## config.mk

```make
export PLATFORM = sky130hd
export DESIGN_NAME = alloc_pilot_demux_flat
export DESIGN_NICKNAME = d
export VERILOG_FILES = /design/src/rtl/alloc_pilot_demux_if.sv /design/src/rtl/alloc_pilot_demux.sv /design/src/flat_wrapper.sv
export SDC_FILE = /design/constraint.sdc
export NUM_CORES = 1
export LEC_CHECK = 0
export CORE_AREA = 4 4 201 203
export CTS_BUF_LIST = sky130_fd_sc_hd__clkbuf_8
export DETAILED_ROUTE_END_ITERATION = 6
export DIE_AREA = 0 0 205 207
export PLACE_DENSITY = 0.66
export SLEW_MARGIN = 20
export SYNTH_ARGS = -nofsm -noshare
export SYNTH_HDL_FRONTEND = slang
export SYNTH_SLANG_ARGS = --single-unit
```

## constraint.sdc

```tcl
create_clock -name clk -period 19.65 [get_ports clk]
set_input_delay 2.9475 -clock clk [delete_from_list [all_inputs] [get_ports clk]]
set_output_delay 2.9475 -clock clk [all_outputs]
set_load 0.01 [all_outputs]
```

## src/rtl/alloc_pilot_demux_if.sv

```systemverilog
// alloc_pilot_demux_if: WB-style sample stream (data, frame, strobe, write, accept).
interface alloc_pilot_demux_if #(parameter int DW = 32);
    logic [DW-1:0] dat;
    logic          cyc;
    logic          stb;
    logic          we;
    logic          ack;
    modport master (output dat, cyc, stb, we, input ack);
    modport slave  (input dat, cyc, stb, we, output ack);
endinterface

```

## src/rtl/alloc_pilot_demux.sv

```systemverilog
// alloc_pilot_demux: allocation-driven subcarrier demux (data out, pilot sum, nulls dropped).
// Optional ALLOC_SHADOW_EN: VEC_LD shadow map that switches in at the next symbol boundary.
module alloc_pilot_demux #(
    parameter int NSC = 200,
    parameter int DW  = 32,
    parameter int PSW = 24
) (
    input  logic                  clk,
    input  logic                  rst_n,
    alloc_pilot_demux_if.slave    in_bus,
    alloc_pilot_demux_if.master   out_bus,
    input  logic [2*NSC-1:0]      alloc_vec,
    input  logic                  vec_ld,
    output logic signed [PSW-1:0] pil_re,
    output logic signed [PSW-1:0] pil_im,
    output logic                  pil_stb,
    output logic                  frm_err
);
    localparam int KW = (NSC > 1) ? $clog2(NSC) : 1;
    localparam int HW = DW / 2;

    logic [KW-1:0]         k;
    logic [2*NSC-1:0]      use_vec;
    logic [1:0]            code;
    logic                  take, load, last, pilot, abort, stb_nxt;
    logic signed [PSW-1:0] acc_re, acc_im, re_x, im_x, sum_re, sum_im;

`ifdef ALLOC_SHADOW_EN
    logic [2*NSC-1:0] shadow, active;
    logic             pending;
    // A pending map is selected combinationally at k = 0 so an idle boundary applies it to the next beat
    assign use_vec = (pending && k == '0) ? shadow : active;
    always_ff @(posedge clk or negedge rst_n)
        if (!rst_n) begin
            shadow  <= '1;
            active  <= '1;
            pending <= 1'b0;
        end else begin
            if (pending && k == '0) active <= shadow;
            if (vec_ld) begin
                shadow  <= alloc_vec;
                pending <= 1'b1;
            end else if (k == '0) pending <= 1'b0;
        end
`else
    logic unused_vec_ld;
    assign unused_vec_ld = vec_ld;
    assign use_vec = alloc_vec;
`endif

    assign code     = use_vec[2*k +: 2];
    assign in_bus.ack = rst_n & in_bus.cyc & in_bus.stb & in_bus.we & (~out_bus.stb | out_bus.ack);
    assign take     = in_bus.ack;
    assign load     = take & (code == 2'b11);
    assign pilot    = take & (code[0] ^ code[1]);
    assign last     = take & (k == KW'(NSC - 1));
    assign abort    = ~in_bus.cyc & (k != '0);
    assign stb_nxt  = load | (out_bus.stb & ~out_bus.ack);
    assign out_bus.we = out_bus.stb;
    assign re_x     = {{(PSW-HW){in_bus.dat[HW-1]}}, in_bus.dat[HW-1:0]};
    assign im_x     = {{(PSW-HW){in_bus.dat[DW-1]}}, in_bus.dat[DW-1:HW]};
    // Code 10 is the negated pilot, so bit 1 selects subtraction
    assign sum_re   = acc_re + (pilot ? (code[1] ? -re_x : re_x) : '0);
    assign sum_im   = acc_im + (pilot ? (code[1] ? -im_x : im_x) : '0);

    always_ff @(posedge clk or negedge rst_n)
        if (!rst_n) begin
            k           <= '0;
            acc_re      <= '0;
            acc_im      <= '0;
            pil_re      <= '0;
            pil_im      <= '0;
            pil_stb     <= 1'b0;
            frm_err     <= 1'b0;
            out_bus.dat <= '0;
            out_bus.stb <= 1'b0;
            out_bus.cyc <= 1'b0;
        end else begin
            out_bus.stb <= stb_nxt;
            out_bus.cyc <= load | (out_bus.cyc & (in_bus.cyc | stb_nxt));
            if (load) out_bus.dat <= in_bus.dat;
            pil_stb <= last;
            frm_err <= abort;
            k       <= (last | abort) ? '0 : take ? k + 1'b1 : k;
            acc_re  <= (last | abort) ? '0 : sum_re;
            acc_im  <= (last | abort) ? '0 : sum_im;
            if (last) begin
                pil_re <= sum_re;
                pil_im <= sum_im;
            end
        end
endmodule

```

## src/flat_wrapper.sv

```systemverilog
// flat-port wrapper written by rule: the top's interface ports become plain ports
module alloc_pilot_demux_flat 
#(
    parameter int NSC = 200,
    parameter int DW  = 32,
    parameter int PSW = 24
)
  (clk, rst_n, alloc_vec, vec_ld, pil_re, pil_im, pil_stb, frm_err, in_bus_dat, in_bus_cyc, in_bus_stb, in_bus_we, in_bus_ack, out_bus_dat, out_bus_cyc, out_bus_stb, out_bus_we, out_bus_ack);
  alloc_pilot_demux_if #(.DW(DW)) in_bus_i ();
  alloc_pilot_demux_if #(.DW(DW)) out_bus_i ();
  input  logic clk;
  input  logic rst_n;
  input  logic [2*NSC-1:0] alloc_vec;
  input  logic vec_ld;
  output logic signed [PSW-1:0] pil_re;
  output logic signed [PSW-1:0] pil_im;
  output logic pil_stb;
  output logic frm_err;
  input wire logic [$bits(in_bus_i.dat)-1:0] in_bus_dat;
  input wire logic [$bits(in_bus_i.cyc)-1:0] in_bus_cyc;
  input wire logic [$bits(in_bus_i.stb)-1:0] in_bus_stb;
  input wire logic [$bits(in_bus_i.we)-1:0] in_bus_we;
  output wire logic [$bits(in_bus_i.ack)-1:0] in_bus_ack;
  output wire logic [$bits(out_bus_i.dat)-1:0] out_bus_dat;
  output wire logic [$bits(out_bus_i.cyc)-1:0] out_bus_cyc;
  output wire logic [$bits(out_bus_i.stb)-1:0] out_bus_stb;
  output wire logic [$bits(out_bus_i.we)-1:0] out_bus_we;
  input wire logic [$bits(out_bus_i.ack)-1:0] out_bus_ack;
  assign in_bus_i.dat = in_bus_dat;
  assign in_bus_i.cyc = in_bus_cyc;
  assign in_bus_i.stb = in_bus_stb;
  assign in_bus_i.we = in_bus_we;
  assign in_bus_ack = in_bus_i.ack;
  assign out_bus_dat = out_bus_i.dat;
  assign out_bus_cyc = out_bus_i.cyc;
  assign out_bus_stb = out_bus_i.stb;
  assign out_bus_we = out_bus_i.we;
  assign out_bus_i.ack = out_bus_ack;
  alloc_pilot_demux #(.NSC(NSC), .DW(DW), .PSW(PSW)) u_core (.clk(clk), .rst_n(rst_n), .in_bus(in_bus_i), .out_bus(out_bus_i), .alloc_vec(alloc_vec), .vec_ld(vec_ld), .pil_re(pil_re), .pil_im(pil_im), .pil_stb(pil_stb), .frm_err(frm_err));
endmodule
```

## Word-level counts from Yosys, hierarchy flattened

Cells that the tools add are included.

- Logic and storage cells: 47
- Bits of input ports: 439
- Flip-flop bits (word level): 140
- Output and inout bits: 86

- Add/sub/neg operators: 5
- Bitwise gates (word level): 19
- Shift-type cells: 1
- Multiplexer cells: 8
- Equal/unequal tests: 2
- Reduce and logical (&&, ||, !) cells: 2

Operators with widths:

| operator | number |
|---|---|
| 400-bit by 10-bit indexed part select with 2-bit output | 1 |
| 24-bit 2-to-1 mux | 6 |
| 24-bit adder | 2 |
| 24-bit negator | 2 |
| 8-bit 2-to-1 mux | 2 |
| 1-bit AND | 10 |
| 8-bit by 1-bit adder with 8-bit output, second input constant | 1 |
| 8-bit equality test, second input constant | 1 |
| 8-bit nonzero test | 1 |
| 1-bit bitwise OR | 5 |
| 1-bit NOT | 3 |
| 2-bit equality test, second input constant | 1 |
| 2-bit nonzero test | 1 |
| 1-bit bitwise XOR | 1 |

## Logic depth before layout (Yosys ltp)

Gate-level depths: netlist (run 1).

- Depth in word-level cells: 9
- Mapped depth: 28
- Gate-level depth less buffers: 22

## Worst setup path after synthesis (run 1)

Ideal clock, no wire load.

- Path kind: input-to-reg
- Start point: input alloc_vec[19]
- End point: register u_core.pil_im[22]
- Cell stages on the path: 24
- Data required time: 19516 ps
- Arrival time: 7827 ps
- Setup slack: 11689 ps
- Buffers on the path: 3
- Path through: mux4_1 -> mux4_2 -> o21ai_0 -> nor2_1 -> or4b_1 -> buf_2 -> buf_6 -> clkinv_1 -> ha_1 -> nand2_1 -> clkbuf_1 -> nor2_1 -> ha_1 -> fa_1 -> a21o_1 -> a21oi_1 -> o21ai_0 -> a311oi_1 -> o21ai_0 -> a31oi_1 -> a21oi_1 -> a31o_2 -> xnor2_1 -> o21ai_0

- Cells in the longest elaborated chain, start to end: 5
- Elaborated cells between the ends (all ways): 6
- Classes of those cells: add/sub: 1; shift: 1; mux: 2; bitwise: 2

RTL lines:

| what | line | RTL |
|---|---|---|
| start, declared | flat_wrapper.sv:13 | `input logic [2*NSC-1:0] alloc_vec;` |
| 400-bit by 10-bit indexed part select with 2-bit output * | alloc_pilot_demux.sv:51 | `assign code = use_vec[2*k +: 2];` |
| 1-bit bitwise XOR | alloc_pilot_demux.sv:55 | `assign pilot = take & (code[0] ^ code[1]);` |
| 1-bit AND | alloc_pilot_demux.sv:55 |  |
| 24-bit 2-to-1 mux * | alloc_pilot_demux.sv:64 | `assign sum_im = acc_im + (pilot ? (code[1] ? -im_x : im_x) : '0);` |
| 24-bit adder * | alloc_pilot_demux.sv:64 |  |
| end signal, assigned | alloc_pilot_demux.sv:89 | `pil_im <= sum_im;` |
| end, declared | alloc_pilot_demux.sv:15 | `output logic signed [PSW-1:0] pil_im,` |

Mark *: on every way between the ends. The rest lies on a longest branch, timed or not.
A chain may end at the register's enable or synchronous reset.

## Worst setup path after layout (run 1)

- Start point: input alloc_vec[9]
- End point: register u_core.pil_im[22]

The elaborated chain is that of the path after synthesis.

==> results of run 1 <==
-- cells in the mapped netlist, types with 14 or more instances --
master,count,share of area [%]
mux2i_1,14,1.3
mux4_2,105,21
dfrtp_1,140,31
or3_1,25,1.4
mux2_2,28,2.8
a21o_1,15,1.0
ha_1,51,5.7
nor2_1,103,3.5
nand2_1,118,4.0
xor2_1,30,2.3
xnor2_1,31,2.4
o21ai_0,86,3.8
clkbuf_1,32,1.1
nand3_1,18,0.80
inv_1,17,0.57
a21oi_1,74,3.3
nor3_1,15,0.67
-- kinds of logic (layout without fill, tap and decap cells) --
family	count (synthesis)	in the layout	share of synthesized area, %
adder cells (fa/ha/maj)	53	53	6.05
AO/OA/AOI/OAI	225	225	11.6
AND/OR/NAND/NOR	349	349	14.5
multiplexers	159	159	27.8
flip-flops	140	140	31.3
other	0	2	0
buffers and inverters	86	586	3.99
XOR/XNOR	61	61	4.77
-- cell type report --
| cell class | count | share of cell area [%] |
|---|---|---|
| Multi-Input combinational cell | 847 | 42.0 |
| Timing Repair Buffer | 534 | 30.8 |
| Sequential cell | 140 | 20.3 |
| Tap cell | 518 | 3.75 |
| Clock buffer | 20 | 1.59 |
| Clock inverter | 12 | 0.986 |
| Inverter | 20 | 0.435 |
| Antenna cell | 2 | 0.0290 |
-- through the flow --
stage	instance area (um^2)	utilization (%)	power (uW)	hold WS, ns
after floorplan	11200	-	931	0.511
after global placement	16800	43.7	1190	0.461
after detailed placement	16800	43.7	1200	0.464
after CTS	17300	44.9	1470	0.485
after global routing	17300	44.9	1560	0.500
final	17300	44.9	1450	0.479
-- worst min-delay path, cell delays in order, from the launching register on --
cell and delay (ns):
dfrtp_1 0.34, nand2_1 0.05, o21ai_0 0.06
-- routing by layer --
layer  part of all wire [%]  global-route usage [%]  up-vias
li1                       -                       -     5014
met1                     41                    25.5     5189
met2                     52                    35.0      351
met3                    5.4                    3.39       32
met4                    1.7                    5.06        0
met5                      0                       0        -
-- final timing paths --
kind	end	slack, ns	depth (start not counted)
hold / removal	u_core.pil_re[9]	0.48	2
min in group asynchronous	u_core.out_bus.dat[27]	2.51	1
setup / recovery	u_core.pil_im[22]	10.33	24
hold reg to reg	u_core.pil_re[9]	0.48	2
max in group asynchronous	u_core.k[1]	15.70	2
setup reg to reg	u_core.pil_im[22]	11.71	24
-- registers in the layout, indices dropped and copies added (netlist names) --
name	count
u_core.acc_im	24
u_core.acc_re	24
u_core.frm_err	1
u_core.k	8
u_core.out_bus.cyc	1
u_core.out_bus.dat	32
u_core.out_bus.stb	1
u_core.pil_im	24
u_core.pil_re	24
u_core.pil_stb	1
-- report_power, final --
group	switching, uW	internal [uW]	leakage (uW)
clock network	118	147	0.000222
logic	350	428	0.00490
registers	46.7	364	0.00189
total	515	939	0.00701
==> flow_summary.yaml, run 1 <==
setup_path:
  cp-end-kind: "flip-flop"
  path_delay_family: "compound AO/OA/AOI/OAI gates"
  cp_slowest_cell: "mux4_1"
  cp_max_fo: 49
  crit_chain: "clkdlybuf4s50_1 -> mux4_1 -> mux4_2 -> o21ai_0 -> nor2_1 -> or4b_2 -> buf_4 -> clkinv_1 -> ha_1 -> nand2_1 -> buf_4 -> nor2_1 -> ha_1 -> fa_1 -> a21o_1 -> a21oi_1 -> o21ai_0 -> a311oi_1 -> o21ai_0 -> a31oi_1 -> a21oi_1 -> a31o_2 -> xnor2_1 -> o21ai_0"
  start_kind: "input pin"
  crit_type: "input pin to flip-flop"
  crit_buf_inv: 4
  cpMostUsedCell: "o21ai_0"
  critPathMaxStageDelay_ns: 0.56
  critPathLaunch: "alloc_vec[9]"
  r2r-start: "u_core.k[0]"
  critPathRequiredTime_ns: 19.97
  arrival_ns: 9.64
worst_hold_path:
  hold_class: "flip-flop to flip-flop"
  min_from: "u_core.pil_re[9]"
grt:
  antenna_found_initial: 2
  grt_pass1_wl_mm: 65.8
  grt_max_degree: 98
  grt_pass1_vias: 11300
  track_usage_pct: 19.9
  grt_remaining_overflow: 0
logic_synthesis:
  syn-cell-area_mm2: 0.0112
  ys_seq_elements: 140
  syn_nets: 1565
  synth_edf_count: 0
  ys_types: 65
  synth-seq-area-share_pct: 31.3
  syn-instance-count: 1073
  yosysWarningCount: 0
  avgSynthCellArea_um2: 10.4
  ys_async_sr_fraction_pct: 100
  ys.flop_type: "dfrtp_1"
floorplanning:
  dieArea_mm2: 0.0424
  fp.dieH_um: 207
  coreArea_mm2: 0.0385
  fp-row-count: 72
  start_util_pct: 29.1
  ios: 525
  dieWidth_um: 205
clock_network:
  cts_setup_buffers: 0
  cts_tree: "done"
  cts.sinks: 140
  clock_latency_ns: 0.47
  cts_root_buf: "clkbuf_8"
  cts_buffer_depth: 2
  clk_pin_slew_ns: 0.09
  cts_buffers: 17
  cts_hold_buf: 0
  htreeDepth: 4
  ctsResizeCount: 0
finish:
  fin_nets: 2052
  register_area_mm2: 0.00351
  area_growth_syn_to_layout_pct: 54.1
  fillerInstances: 3684
  mostFrequentLayoutCells: "522 x clkdlybuf4s50_1, 137 x dfrtp_1, 116 x nand2_1"
  drive_gt1_share_pct: 12.3
  finalNonFillerCells: 2093
  multi_input_area_mm2: 0.00726
  final_common_cell: "clkdlybuf4s50_1"
power:
  power_density_mw_per_mm2: 84.2
  power.static_leakage_uw: 0.00701
  max-vdd-ir-drop_mv: 0.0418
place:
  port_buffers: 523
  dp_hpwl_mm: 35.4
  dp.cells: 2059
  gp_congestion: 0.917
  dp_slack_ns: 9.84
route:
  wl_mm: 43.4
  routedWlPerCell_um: 20.7
  vias: 10600
  dr.first_iter.drc_count: 536
  vias_per_cell: 5.06
  drc: 0
  drt-pass1-iter-count: 5
  ant_nets: 0
sta:
  finalSetupViolations: 0
  finalWorstSetupSlack_ns: 10.33
  rsz0062_at_grt: "no"
  finalHoldViolCount: 0
  layout_min_cycle_time_ns: 9.32
  slew-limit-headroom_pct: 37.1
  fmax_mhz: 107
  fin_skew_ns: 0.0139
  slew_viol_final: 0
  worstMarginPinSlew_ns: 0.939
  fin_crit_sh_pct: 47.4
  setup_tns_ns: 0
outcome:
  outcome: "finished, final reports clean"
flow_run:
  maxCapViolations: 0
Power figures use the tool's default switching activity.
==> run 2, diff against run 1 <==
CORE_AREA = 4 4 204 206   (was 4 4 201 203)
DIE_AREA = 0 0 208 210   (was 0 0 205 207)
PLACE_DENSITY = 0.65   (was 0.66)
clock period = 9.15 ns   (was 19.65 ns; I/O delays follow)
==> run 2 against run 1 <==
  * Register-to-register slack got worse by 10 ns
  * Cell count increased by 0.43%
  * Worst hold slack got worse by 0.0012 ns
  * Non-clock buffer count increased by 2
  * First-iteration DRC count decreased by 19%
  * Total power increased by 120%
  * Largest cell class unchanged
  * Critical path depth increased by 1
  * Highest routed layer unchanged
  * Worst setup slack got worse by 9.1 ns
  * Sequential cell count unchanged
  * Via count increased by 0.66%
==> flow_summary.yaml, run 2 (synthesized netlist as in run 1, its figures left out) <==
power:
  switchingPower_uw: 1100
  power_density_mw_per_mm2: 182
  power.static_leakage_uw: 0.00703
  power_frac_comb_pct: 51.5
  seqPwrFrac_pct: 29.8
  p_total_uw: 3140
  max-vdd-ir-drop_mv: 0.0920
  p_int_uw: 2040
  switching_share_pct: 35.1
  clockPowerShare_pct: 18.6
clock_network:
  cts.sinks: 140
  clock_latency_ns: 0.47
  cts_tree: "done"
  clk_pin_slew_ns: 0.08
  ctsResizeCount: 0
  cts_buffers: 17
  cts_hold_buf: 0
  cts_setup_buffers: 0
  htreeDepth: 4
  cts_root_buf: "clkbuf_8"
  cts_buffer_depth: 2
sta:
  fin_skew_ns: 0.00928
  slew_viol_final: 0
  fin_crit_sh_pct: 86.2
  worstMarginPinSlew_ns: 0.986
  rsz0062_at_grt: "no"
  finalHoldViolCount: 0
  layout_min_cycle_time_ns: 7.88
  fmax_mhz: 127
  finalSetupViolations: 0
  slew-limit-headroom_pct: 34.2
  setup_tns_ns: 0
flow_run:
  maxCapViolations: 0
setup_path:
  cp-end-kind: "flip-flop"
  critPathRequiredTime_ns: 9.47
  arrival_ns: 8.20
  critPathMaxStageDelay_ns: 0.96
  cp_max_fo: 49
  cpMostUsedCell: "o21ai_0"
  start_kind: "flip-flop"
  cp_slowest_cell: "dfrtp_4"
  crit_type: "flip-flop to flip-flop"
place:
  port_buffers: 523
  dp_hpwl_mm: 37.0
  gp_congestion: 0.897
  dp.cells: 2068
floorplanning:
  ios: 525
  start_util_pct: 28.3
  fp.dieH_um: 210
  coreArea_mm2: 0.0396
  fp-row-count: 73
  dieWidth_um: 208
  dieArea_mm2: 0.0437
finish:
  drive_gt1_share_pct: 12.3
  finalNonFillerCells: 2102
  multi_input_area_mm2: 0.00726
  regMostFlops: "u_core.out_bus.dat"
  area_growth_syn_to_layout_pct: 54.4
  largest_register_ffs: 32
  final_common_cell: "clkdlybuf4s50_1"
  fillerInstances: 3817
  mostFrequentLayoutCells: "522 x clkdlybuf4s50_1, 137 x dfrtp_1, 117 x nand2_1"
  fin_nets: 2054
  register_area_mm2: 0.00351
route:
  drc: 0
  routedWlPerCell_um: 21.4
  vias_per_cell: 5.07
  top_layer: "met4"
  drt-pass1-iter-count: 5
  wl_met2_mm: 23.4
  ant_nets: 0
  wl_met1_mm: 18.5
  wl_met3_mm: 2.34
  wl_mm: 45.0
  dr.first_iter.drc_count: 433
  vias: 10700
grt:
  grt_remaining_overflow: 0
  grt_max_degree: 98
  track_usage_pct: 20.0
  antenna_found_initial: 5
  grt_pass1_vias: 11400
  grt_pass1_wl_mm: 68.0
outcome:
  outcome: "finished, final reports clean"
worst_hold_path:
  hold_class: "flip-flop to flip-flop"
[run 2: changes by cell type in the layout (fill, tap and decap cells not counted), sizes merged]
cell	delta
buf	+2
clkinvlp	-2
bufinv	+1
clkbuf	-1
diode	+1
inv	+1
[run 2: critical path, delay by kind of cell, from the launching register on]
family,cells,cell delay [ns]
DFF,1,0.96
muxes,2,0.66
and+or+nand+nor,4,0.41
adders and majority gates,3,1.09
buffers and inverters,4,1.74
AOI/OAI and AO/OA,11,2.53
xor gates and xnor gates,1,0.18
[run 2: stage by stage]
| step | setup slack [ns] | hold WS, ns | util [%] | instance area, um^2 |
|---|---|---|---|---|
| 2_1_floorplan | 2.76 | 0.511 | - | 11200 |
| 3_3_place_gp | 1.00 | 0.465 | 42.5 | 16800 |
| 3_5_place_dp | 0.920 | 0.469 | 42.5 | 16800 |
| 4_1_cts | 1.21 | 0.489 | 43.6 | 17300 |
| 5_1_grt | 0.480 | 0.510 | 43.6 | 17300 |
| 6_report | 1.27 | 0.478 | 43.6 | 17300 |
[run 2: path summary, 6_finish.rpt]
path / cells past startpoint / startpoint / end / slack (ns)
setup / recovery: 25 / u_core.k[0] / u_core.pil_im[22] / 1.27
hold / removal: 2 / u_core.pil_re[9] / u_core.pil_re[9] / 0.48
setup reg to reg: 25 / u_core.k[0] / u_core.pil_im[22] / 1.27
hold reg to reg: 2 / u_core.pil_re[9] / u_core.pil_re[9] / 0.48
max in group asynchronous: 2 / rst_n / u_core.k[1] / 6.80
min in group asynchronous: 1 / rst_n / u_core.out_bus.dat[28] / 0.92
[run 2: area by class of cell]
cell class / instances / area share [%]
inverters: 20 / 0.434
diodes: 3 / 0.0434
clock buffers: 19 / 1.51
clock inverters: 12 / 1.12
flip-flops and latches: 140 / 20.3
multi-input cells: 847 / 42.0
repair buffers: 536 / 30.8
well taps: 525 / 3.80
[run 2: per-layer routing]
layer,up-vias,track usage [%]
met4,0,5.41
met2,378,36.5
met5,-,0
met3,46,3.26
li1,5004,-
met1,5228,24.5
[run 2: power groups by stage]
stage	clock network [uW]	registers, uW	logic (uW)
after floorplan	0	881	1120
after global routing	630	967	1770
final	586	938	1620
after global placement	0	949	1610
after detailed placement	0	957	1630
after CTS	603	944	1640
